File: src/rtl/hazard_ctrl.sv
// Pipeline hazard controller: load-use, multi-cycle mul/div, memory-wait stalls and branch flushes.
// Optional performance counters are enabled with the HAZARD_CTRL_PERF_EN macro.
module hazard_ctrl #(
  parameter int MDIV_CYCLES = 8
) (
  input  logic       clk_i,
  input  logic       rst_i,
  input  logic [4:0] d_rs1_i,
  input  logic [4:0] d_rs2_i,
  input  logic       d_rs1_used_i,
  input  logic       d_rs2_used_i,
  input  logic [4:0] e_rd_i,
  input  logic       e_load_i,
  input  logic       e_branch_taken_i,
  input  logic       e_mdiv_start_i,
  input  logic       m_mem_req_i,
  input  logic       m_mem_ready_i,
  output logic       f_stall_o,
  output logic       d_stall_o,
  output logic       e_stall_o,
  output logic       m_stall_o,
  output logic       w_stall_o,
  output logic       fd_flush_o,
  output logic       de_flush_o,
  output logic       em_flush_o,
  output logic       mw_flush_o,
`ifdef HAZARD_CTRL_PERF_EN
  output logic [31:0] stall_cnt_o,
  output logic [15:0] flush_cnt_o,
`endif
  output logic       e_mdiv_done_o
);

  localparam int CNT_W = $clog2(MDIV_CYCLES);

  typedef enum logic {RUN, MDIV} state_t;

  state_t           state_q, state_d;
  logic [CNT_W-1:0] mdiv_cnt_q, mdiv_cnt_d;

  logic mem_wait;
  logic load_use;
  logic mdiv_busy;
  logic e_hold;
  logic br_flush;
  logic lu_stall;

  always_comb begin
    mem_wait = m_mem_req_i & ~m_mem_ready_i;
    load_use = e_load_i & (e_rd_i != 5'd0) &
               ((d_rs1_used_i & (d_rs1_i == e_rd_i)) |
                (d_rs2_used_i & (d_rs2_i == e_rd_i)));
    // E is held on the start cycle and on every counting cycle; the cnt==0 cycle releases it.
    mdiv_busy = ((state_q == RUN) & e_mdiv_start_i & ~mem_wait) |
                ((state_q == MDIV) & (mdiv_cnt_q != '0));
    e_hold    = mem_wait | mdiv_busy;
    br_flush  = e_branch_taken_i & ~e_hold;
    lu_stall  = load_use & ~mem_wait & ~br_flush;
  end

  always_comb begin
    state_d    = state_q;
    mdiv_cnt_d = mdiv_cnt_q;
    if (rst_i) begin
      state_d    = RUN;
      mdiv_cnt_d = '0;
    end else if (state_q == RUN) begin
      if (e_mdiv_start_i & ~mem_wait) begin
        state_d    = MDIV;
        mdiv_cnt_d = CNT_W'(MDIV_CYCLES - 1);
      end
    end else if (mdiv_cnt_q != '0) begin
      mdiv_cnt_d = mdiv_cnt_q - CNT_W'(1);
    end else begin
      state_d = RUN;
    end
  end

  // Outputs are forced low while reset is asserted.
  always_comb begin
    f_stall_o     = 1'b0;
    d_stall_o     = 1'b0;
    e_stall_o     = 1'b0;
    m_stall_o     = 1'b0;
    w_stall_o     = 1'b0;
    fd_flush_o    = 1'b0;
    de_flush_o    = 1'b0;
    em_flush_o    = 1'b0;
    mw_flush_o    = 1'b0;
    e_mdiv_done_o = 1'b0;
    if (!rst_i) begin
      f_stall_o     = e_hold | lu_stall;
      d_stall_o     = e_hold | lu_stall;
      e_stall_o     = e_hold;
      m_stall_o     = mem_wait;
      fd_flush_o    = br_flush;
      de_flush_o    = br_flush | lu_stall;
      em_flush_o    = mdiv_busy & ~mem_wait;
      mw_flush_o    = mem_wait;
      e_mdiv_done_o = (state_q == MDIV) & (mdiv_cnt_q == '0);
    end
  end

  always_ff @(posedge clk_i) begin
    state_q    <= state_d;
    mdiv_cnt_q <= mdiv_cnt_d;
  end

`ifdef HAZARD_CTRL_PERF_EN
  logic [31:0] stall_cnt_q, stall_cnt_d;
  logic [15:0] flush_cnt_q, flush_cnt_d;

  always_comb begin
    stall_cnt_d = stall_cnt_q;
    flush_cnt_d = flush_cnt_q;
    if (rst_i) begin
      stall_cnt_d = '0;
      flush_cnt_d = '0;
    end else begin
      if (f_stall_o && (stall_cnt_q != '1)) stall_cnt_d = stall_cnt_q + 32'd1;
      if (fd_flush_o && (flush_cnt_q != '1)) flush_cnt_d = flush_cnt_q + 16'd1;
    end
  end

  always_ff @(posedge clk_i) begin
    stall_cnt_q <= stall_cnt_d;
    flush_cnt_q <= flush_cnt_d;
  end

  assign stall_cnt_o = stall_cnt_q;
  assign flush_cnt_o = flush_cnt_q;
`endif

endmodule

File: config.mk
export PLATFORM = sky130hd
export DESIGN_NAME = hazard_ctrl
export DESIGN_NICKNAME = d
export VERILOG_FILES = /design/src/rtl/hazard_ctrl.sv
export SDC_FILE = /design/constraint.sdc
export NUM_CORES = 1
export LEC_CHECK = 0
export BUFFER_PORTS_ARGS = -buffer_cell sky130_fd_sc_hd__buf_2
export CAP_MARGIN = 20
export CORE_AREA = 2 2 39 41
export DETAILED_ROUTE_END_ITERATION = 10
export DIE_AREA = 0 0 41 43
export HOLD_SLACK_MARGIN = 0.02
export PLACE_DENSITY = 0.68
export SETUP_SLACK_MARGIN = 0.5
export SKIP_LAST_GASP = 1
export SLEW_MARGIN = 15
export SYNTH_ARGS = -nofsm -noshare
export SYNTH_HDL_FRONTEND = slang
export SYNTH_SLANG_ARGS = --single-unit
File: constraint.sdc
create_clock -name clk_i -period 1.6 [get_ports clk_i]
set_clock_uncertainty 0.05 [all_clocks]
set_input_delay 0.08 -clock clk_i [delete_from_list [all_inputs] [get_ports clk_i]]
set_output_delay 0.08 -clock clk_i [all_outputs]
set_load 0.005 [all_outputs]
==> results.sh <==
export IMPL_rsz0062_at_grt="true"
export IMPL_ctsHoldBuffers=0
export IMPL_finalMaxSlewViolations=0
export IMPL_grt_max_degree=13
export IMPL_drive_gt1_share_pct=65.9
export IMPL_min_path_type="primary input to flip-flop"
export IMPL_p_per_area_nw_per_um2=653
export IMPL_ys_top_cells_by_count="xor2_1 (8), dfxtp_1 (4), nor2_1 (4)"
export IMPL_r2r_slack_ns=0.26
export IMPL_n_antenna_cell=0
export IMPL_r2r_start="mdiv_cnt_q[0]"
export IMPL_antenna_found_initial=0
export IMPL_crit_arrival_ns=1.42
export IMPL_synth_nets=79
export IMPL_hold_start="rst_i"
export IMPL_fin_setup_tns_ns=0
export IMPL_netlist_area_um2=429
export IMPL_vias=500
export IMPL_synth_cells=53
export IMPL_place_area_um2=612
export IMPL_dp_hpwl_um=828
export IMPL_grt_overflow=0
export IMPL_ys_warn_count=0
export IMPL_synthTopCellsByArea="dfxtp_1 (19%), xor2_1 (16%), ha_1 (5.8%)"
export IMPL_power_mw=0.481
export IMPL_yosys_area_top_type="dfxtp_1"
export IMPL_status="finished, final reports clean"
export IMPL_synth_most_common_cell="xor2_1"
export IMPL_root_buffer="clkbuf_4"
export IMPL_clk_pin_slew_ns=0.04
export IMPL_synth_cell_types=28
export IMPL_drt_pass1_iter_count=2
export IMPL_insertion_delay_ns=0.23
export IMPL_vias_per_cell=4.67
export IMPL_gp_congestion=0.645
export IMPL_pin_count=34
export IMPL_ant_nets=0
export IMPL_leakage_nw=0.356
export IMPL_crit_required_ns=1.47
export IMPL_timing_rr_end="mdiv_cnt_q[0]"
export IMPL_setup_ws_ns=0.0459
export IMPL_grt_util_all_layers_pct=14.8
export IMPL_async_reset_ff_share_pct=0
export IMPL_fp_row_count=14
export IMPL_hold_violations=0
export IMPL_synth_top_area_share_pct=18.7
export IMPL_timing_fmax_ghz=0.643
export IMPL_synth_avg_cell_area_um2=8.10
export IMPL_ys_seq_area_share_pct=18.7
export IMPL_htreeDepth=1
export IMPL_layout_nets=119
export IMPL_cts_tree="built"
export IMPL_grt_pass1_wl_um=1770
export IMPL_ys_flop_type="dfxtp_1"
export IMPL_coreArea_um2=1380
export IMPL_setup_viol=0
export IMPL_worstHoldPathCells=2
export IMPL_synth_edf_count=0
export IMPL_drt_total_wl_um=1150
export IMPL_holdWs_ns=0.132
export IMPL_drv_cap=0
export IMPL_dieHeight_um=43
export IMPL_clockBufferDepth=2
export IMPL_place_ws_ns=0.220
export IMPL_final_util_pct=53.3
export IMPL_grt_pass1_vias=443
export IMPL_drt_wirelength_per_cell_um=10.7
export IMPL_stdcell_area_um2=737
export IMPL_detail_route_iter0_violations=8
export IMPL_initial_core_util_pct=31.0
export IMPL_criticalPathCategory="flip-flop to output pin"
export IMPL_port_buffers=32
export IMPL_numCtsBuffers=3
export IMPL_die_w_um=41
export IMPL_drc_errors=0
export IMPL_hold_path_endpoint="state_q"
export IMPL_fin_crit_ns=1.55
export IMPL_period_share_pct=97.1
export IMPL_reg2reg_depth=7
export IMPL_area_growth_pct=71.7
export IMPL_crit_path_end_kind="output pin"
export IMPL_ys_ff_latch=4
export IMPL_dieArea_um2=1760
export IMPL_peakVddDrop_mv=0.253
export IMPL_start_kind="flip-flop"
export IMPL_dp_cells=97
export IMPL_cp_max_fo=3
export IMPL_stdcell_count=107
export IMPL_clkSinkCount=4
how the worst max path moves through the flow:
stage | startpoint | end | slack (ns)
2_1_floorplan | e_rd_i[1] | f_stall_o | 0.38
3_3_place_gp | e_rd_i[4] | de_flush_o | 0.21
3_5_place_dp | e_rd_i[4] | de_flush_o | 0.22
4_1_cts | mdiv_cnt_q[1] | de_flush_o | 0.02
5_1_grt | mdiv_cnt_q[0] | de_flush_o | -0.05
6_report | mdiv_cnt_q[0] | de_flush_o | 0.05
layout make-up:
type                            instances  area [µm²]
Multi-Input combinational cell         42         384
Inverter                                3        11.3
Tap cell                               16        20.0
Timing Repair Buffer                   39         216
Fill cell                             126         647
Clock buffer                            3        22.5
Sequential cell                         4        82.6
where the power goes:
part | switching [mW] | total, mW | internal, mW
sequential | 0.0114 | 0.125 | 0.113
clock | 0.0402 | 0.124 | 0.0838
combinational | 0.104 | 0.232 | 0.129
critical path: stages (launching register included):
cell	delay, ns
dfxtp_2	0.32
inv_2	0.07
ha_4	0.14
nand2b_4	0.06
a211oi_4	0.23
nand3b_1	0.15
o41ai_2	0.07
buf_2	0.16
cell families after synthesis:
kind of cell | synth area share (%)
flops | 18.7
simple gates | 28.0
buf+inv | 8.74
other cells | 0.874
compound gates | 17.5
fa+ha+maj | 5.83
xor+xnor | 20.4
sequential cells by signal, summed over array words and instances, names as in the netlist:
register and flops:
mdiv_cnt_q 3, state_q 1
what timing repair did:
action,in CTS,in global routing
resized for setup,4,8
pin swaps,3,6
endpoints found under the setup margin,11,11
buffers inserted,3,4
placed cells by master, fill, tap and decap left out, types with 3 or more instances in the layout:
cell / n
buf_2: 32
buf_4: 6
clkbuf_4: 3
nor2_1: 4
xor2_1: 8
per-layer routing:
metal,part of all wire [%],up-vias,wire (µm),track usage (%)
met5,0,-,0,0
met4,0,0,0,8.00
met3,8.3,0,95,3.66
met2,53,22,613,24.4
met1,38,216,440,16.1
li1,-,262,-,-
(Power assumes the default switching activity.)
